[config.mk]
export PLATFORM = sky130hd
export DESIGN_NAME = cla_group_carry_pipe
export DESIGN_NICKNAME = d
export VERILOG_FILES = /design/src/rtl/cla_group_carry_pipe.sv
export SDC_FILE = /design/constraint.sdc
export NUM_CORES = 1
export LEC_CHECK = 0
export BUFFER_PORTS_ARGS = -buffer_cell sky130_fd_sc_hd__buf_2
export CAP_MARGIN = 5
export CORE_AREA = 2 2 79 81
export CTS_CLUSTER_SIZE = 30
export DETAILED_ROUTE_END_ITERATION = 8
export DIE_AREA = 0 0 81 83
export HOLD_SLACK_MARGIN = 0.03
export PLACE_DENSITY = 0.66
export RECOVER_POWER = 25
export SLEW_MARGIN = 10
export SYNTH_ARGS = -nofsm -noshare
export SYNTH_HDL_FRONTEND = slang
export SYNTH_SLANG_ARGS = --single-unit
[constraint.sdc]
create_clock -name clk -period 2.1 [get_ports clk]
set_input_delay 0.63 -clock clk [delete_from_list [all_inputs] [get_ports clk]]
set_output_delay 0.63 -clock clk [all_outputs]
set_load 0.02 [all_outputs]
[src/rtl/cla_group_carry_pipe.sv]
// Two-stage 64-bit carry-lookahead carry network (16 groups x 4 bits), latency 2, valid/ready handshake.
// Stage 1 forms 4-group block terms; stage 2 forms block and group carries. A full pipe stalls in_ready.
module cla_group_carry_pipe (
    input  logic        clk,
    input  logic        rst,
    input  logic        in_valid,
    output logic        in_ready,
    input  logic [15:0] g_grp,
    input  logic [15:0] p_grp,
    input  logic        cin,
    output logic        out_valid,
    input  logic        out_ready,
    output logic [15:0] c_grp,
    output logic        cout,
    output logic        g_all,
    output logic        p_all
);

    logic        s1_v;
    logic [15:0] s1_g;
    logic [15:0] s1_p;
    logic        s1_cin;
    logic [3:0]  s1_bg;
    logic [3:0]  s1_bp;

    logic        s2_load;
    logic        s1_load;
    logic [3:0]  bg_d;
    logic [3:0]  bp_d;
    logic [4:0]  cb;
    logic [15:0] c_d;
    logic        g_all_d;
    logic        p_all_d;

    assign s2_load  = !out_valid || out_ready;
    assign s1_load  = !s1_v || s2_load;
    assign in_ready = s1_load;

    // 4-group lookahead terms over groups 4k..4k+3
    always_comb begin
        bg_d = '0;
        bp_d = '0;
        for (int k = 0; k < 4; k++) begin
            bg_d[k] = g_grp[4*k+3]
                    | (p_grp[4*k+3] & g_grp[4*k+2])
                    | (p_grp[4*k+3] & p_grp[4*k+2] & g_grp[4*k+1])
                    | (p_grp[4*k+3] & p_grp[4*k+2] & p_grp[4*k+1] & g_grp[4*k]);
            bp_d[k] = &p_grp[4*k +: 4];
        end
    end

    always_ff @(posedge clk or posedge rst) begin
        if (rst) begin
            s1_v   <= 1'b0;
            s1_g   <= '0;
            s1_p   <= '0;
            s1_cin <= 1'b0;
            s1_bg  <= '0;
            s1_bp  <= '0;
        end else if (s1_load) begin
            s1_v <= in_valid;
            if (in_valid) begin
                s1_g   <= g_grp;
                s1_p   <= p_grp;
                s1_cin <= cin;
                s1_bg  <= bg_d;
                s1_bp  <= bp_d;
            end
        end
    end

    // Block carries, flattened to two-level sum-of-products
    always_comb begin
        cb[0] = s1_cin;
        cb[1] = s1_bg[0] | (s1_bp[0] & s1_cin);
        cb[2] = s1_bg[1] | (s1_bp[1] & s1_bg[0]) | (s1_bp[1] & s1_bp[0] & s1_cin);
        cb[3] = s1_bg[2] | (s1_bp[2] & s1_bg[1]) | (s1_bp[2] & s1_bp[1] & s1_bg[0])
              | (s1_bp[2] & s1_bp[1] & s1_bp[0] & s1_cin);
        cb[4] = s1_bg[3] | (s1_bp[3] & s1_bg[2]) | (s1_bp[3] & s1_bp[2] & s1_bg[1])
              | (s1_bp[3] & s1_bp[2] & s1_bp[1] & s1_bg[0])
              | (s1_bp[3] & s1_bp[2] & s1_bp[1] & s1_bp[0] & s1_cin);
        g_all_d = s1_bg[3] | (s1_bp[3] & s1_bg[2]) | (s1_bp[3] & s1_bp[2] & s1_bg[1])
                | (s1_bp[3] & s1_bp[2] & s1_bp[1] & s1_bg[0]);
        p_all_d = &s1_bp;
    end

    // Group carries inside each block from that block's incoming carry
    always_comb begin
        c_d = '0;
        for (int k = 0; k < 4; k++) begin
            c_d[4*k]   = cb[k];
            c_d[4*k+1] = s1_g[4*k] | (s1_p[4*k] & cb[k]);
            c_d[4*k+2] = s1_g[4*k+1] | (s1_p[4*k+1] & s1_g[4*k])
                       | (s1_p[4*k+1] & s1_p[4*k] & cb[k]);
            c_d[4*k+3] = s1_g[4*k+2] | (s1_p[4*k+2] & s1_g[4*k+1])
                       | (s1_p[4*k+2] & s1_p[4*k+1] & s1_g[4*k])
                       | (s1_p[4*k+2] & s1_p[4*k+1] & s1_p[4*k] & cb[k]);
        end
    end

    always_ff @(posedge clk or posedge rst) begin
        if (rst) begin
            out_valid <= 1'b0;
            c_grp     <= '0;
            cout      <= 1'b0;
            g_all     <= 1'b0;
            p_all     <= 1'b0;
        end else if (s2_load) begin
            out_valid <= s1_v;
            if (s1_v) begin
                c_grp <= c_d;
                cout  <= cb[4];
                g_all <= g_all_d;
                p_all <= p_all_d;
            end
        end
    end

endmodule

### After elaboration in Yosys (flattened, before gate mapping)

Cells that the tools add are included.

| word-level totals | value |
|---|---|
| register bits | 60 |
| bits of input ports | 37 |
| output and inout bits | 21 |

| cells by class | value |
|---|---|
| bitwise operators | 118 |
| reductions and logical operators | 11 |

Operator list:

| operator | count |
|---|---|
| $and A1 B1 Y1 | 72 |
| $or A1 B1 Y1 | 46 |
| $reduce_and A4 Y1 | 5 |
| $reduce_and A2 Y1 | 2 |
| $logic_not A1 Y1 | 2 |
| $logic_or A1 B1 Y1 | 2 |

### Logic depth before layout (Yosys ltp)

| depth | value |
|---|---|
| depth after elaboration | 6 |
| gate-level depth with buffers | 5 |

### Least setup slack after synthesis

Ideal clock, no wire load.

| timing path | value |
|---|---|
| path type | input-to-reg |
| start | in out_ready |
| end | reg s1_cin |
| setup time | 0.125 ns |
| arrival time | 1.410 ns |
| data required time | 1.975 ns |
| setup slack | 0.565 ns |
| stages | 4 |
| path buffers | 1 |
| path through | nand3b_4 > nand2_4 > buf_12 > mux2_4 |

| on the way | value |
|---|---|
| word-level cells in the longest chain between the ends | 3 |

RTL lines:

| what | line | RTL |
|---|---|---|
| from (decl) | 12 | `input logic out_ready,` |
| $logic_or A1 B1 Y1 | 35 | `assign s2_load = !out_valid \|\| out_ready;` |
| $logic_or A1 B1 Y1 | 36 | `assign s1_load = !s1_v \|\| s2_load;` |
| $reduce_and A2 Y1 (no source line) | n/a |  |
| to (signal assigned) | 65 | `s1_cin <= cin;` |
| to (decl) | 22 | `logic s1_cin;` |

Every way passes these cells.
A chain may end at the register's enable or synchronous reset.

### Worst setup path in the final report

| timing path | value |
|---|---|
| start | in out_ready |
| end | out in_ready |

| on the way | value |
|---|---|
| word-level cells in the longest chain between the ends | 2 |

RTL lines:

| what | line | RTL |
|---|---|---|
| $logic_or A1 B1 Y1 | 35 |  |
| $logic_or A1 B1 Y1 | 36 |  |
| to (decl) | 7 | `output logic in_ready,` |

Every way passes these cells.

==> results_dict.tcl <==
set metrics [dict create \
    status "finished, final reports clean" \
    cts_resized 0 \
    critPathKind "in -> out" \
    setup_viol 0 \
    htree_num_levels 2 \
    cts.clk_slew.worst_paths_ps 90 \
    max-slew-margin-rel_pct 60.1 \
    ys_seq_area_share_pct 55.8 \
    insertion_delay_ps 310 \
    diodes 0 \
    vias 1718 \
    coreArea_mm2 0.00582 \
    rows 28 \
    synthFlopType "dfrtp_1" \
    fin_tns_setup_ps 0 \
    r2r_slack_ps 650 \
    worstMarginPinSlew_ps 599 \
    routed_via_density 4.95 \
    syn_nets 247 \
    globalRouteTotalUtil_pct 14.8 \
    synth_cell_type_count 26 \
    grt_max_degree 41 \
    dp_cells 339 \
    dieArea_mm2 0.00672 \
    r2r-start "s1_v" \
    arrival_ps 1170 \
    syn_area_mm2 0.00242 \
    cts_sinks 54 \
    multiInputGateArea_um2 972 \
    dr.pass1.iters 4 \
    power.total_mw 2.62 \
    syn-instance-count 210 \
    syn_avg_cell_area_um2 11.5 \
    initial_core_util_pct 41.7 \
    fp.dieH_um 83 \
    ff2ff_path_depth 4 \
    nNetsFinal 308 \
    drc 0 \
    finClkSkew_ps 8.59 \
    yosysMostFrequentCell "dfrtp_1" \
    cts-buffers-inserted 5 \
    hold_class "in -> async" \
    p_per_area_mw_per_mm2 911 \
    synth_edf_count 0 \
    p_leak_nw 1.38 \
    timing.final.crit_share_pct 85.6 \
    period_minus_slack_ps 1800 \
    holdBufCountCts 0 \
    endpoint_kind "primary output" \
    place_congestion 0.728 \
    yosys-top-cells-area "dfrtp_1 (56%), mux2_4 (15%), o21ai_0 (5.4%), nand2_1 (5.0%), a21oi_1 (3.1%)" \
    critPathLaunch "out_ready" \
    wl_per_cell_um 13.4 \
    peakVddDrop_v 0.000316 \
    io_pins 58 \
    path_max_fanout 3 \
    synth_top_area_cell "dfrtp_1" \
    gr-total-overflow 0 \
    ys_ff_latch 54 \
    post_cts_buffers 0 \
    cts-root-buf "clkbuf_8" \
    cts_tree "done" \
    die_w_um 81 \
    crit_required_ps 1470 \
    rsz0062_at_grt "false" \
    grt_pass1_wl_um 7700 \
    synth_common_cells "dfrtp_1 (54), nand2_1 (32), o21ai_0 (26)" \
    synth.top_cell.area_share_pct 55.8 \
    drtIter0Drc 107 \
    hold_viol 0 \
    finalNonFillerCells 347 \
    ant_nets 0 \
    dp.final_hpwl_um 3460 \
    fillers 548 \
    yosysWarnings 0 \
    start_kind "input pin" \
    fmax_mhz 557 \
    routed_wl_um 4650 \
    io_buffers 57 \
    clock_path_buffers 2 \
    antenna_found_initial 0 \
    r2r_end "s1_p[5]" \
    async_flop_share_pct 100 \
    maxSlewViolCount 0 \
    grt_pass1_vias 1652 \
    regArea_mm2 0.00135 \
    final_layout_size_suffix_gt1_share_pct 34.9 \
    maxCapViolCount 0 \
    area_growth_pct 18.6 \
]
[metal layers]
layer,wire length [µm],share of wire (%),GRT usage (%),vias up
li1,-,-,-,857
met1,2230,48,20.9,802
met2,2110,45,22.1,53
met3,242,5.2,3.70,6
met4,60,1.3,5.24,0
met5,0,0,0,-
[cells in the final DEF, fill, tap and decap left out]
cell / n
nand3b_1: 1
nand2b_1: 3
a31oi_1: 4
nand3_1: 4
nand2_1: 32
mux2_4: 24
dfrtp_1: 54
clkbuf_8: 5
clkbuf_1: 2
a21o_1: 2
mux2i_1: 1
buf_4: 2
a211oi_1: 6
nand2_4: 1
bufinv_16: 1
nor2_1: 16
a21oi_1: 15
mux2_2: 1
o21ai_0: 26
nand4_1: 5
or2_2: 1
nand2_2: 1
and2_1: 1
o22ai_1: 1
buf_2: 57
buf_12: 2
nor2b_1: 1
inv_1: 3
[flip-flops by register name (all words and copies together), names as in the netlist]
name,flops
out_valid,1
s1_bp,4
cout,1
s1_cin,1
g_all,1
p_all,1
s1_g,12
s1_bg,4
s1_v,1
s1_p,12
c_grp,16
[layout make-up]
| type | count | area share (%) |
|---|---|---|
| Clock buffer | 7 | 2.65 |
| Clock inverter | 1 | 1.04 |
| Inverter | 3 | 0.392 |
| Multi-Input combinational cell | 146 | 33.8 |
| Sequential cell | 54 | 47.0 |
| Tap cell | 75 | 3.26 |
| Timing Repair Buffer | 61 | 11.8 |
[power breakdown]
group	leakage, nW	switching [mW]	internal [mW]	total (mW)
clock network	0.0524	0.324	0.357	0.682
registers	0.636	0.118	1.21	1.33
logic	0.696	0.332	0.279	0.611
[critical path: stages]
cell and delay (ps):
buf_2 100, nand3b_1 230, buf_2 210
[metrics by stage]
| step | hold WS, ps | util (%) | area (µm²) | setup WS [ps] |
|---|---|---|---|---|
| after floorplan | 451 | - | 2420 | 155 |
| after global placement | 456 | 47.8 | 2780 | 390 |
| after detailed placement | 463 | 47.8 | 2780 | 362 |
| after CTS | 272 | 49.7 | 2890 | 396 |
| after global routing | 411 | 49.4 | 2880 | 254 |
| final | 375 | 49.4 | 2880 | 303 |
[cells by family after synthesis]
family                 count (synthesis)  share of synthesized area (%)
AND/OR/NAND/NOR                       66                           12.6
AO/OA/AOI/OAI                         54                           12.2
flip-flops                            54                           55.8
multiplexers                          26                           15.7
buffers and inverters                 10                           3.61
[worst max path at each step]
| stage | to | slack [ps] | cells after the start |
|---|---|---|---|
| 3_5_place_dp | s1_cin | 360 | 5 |
| 4_1_cts | in_ready | 400 | 3 |
| 3_3_place_gp | s1_g[5] | 390 | 5 |
| 2_1_floorplan | c_grp[0] | 160 | 1 |
| 5_1_grt | in_ready | 250 | 3 |
| 6_report | in_ready | 300 | 3 |
No activity file was read; power rests on OpenSTA's default activity.
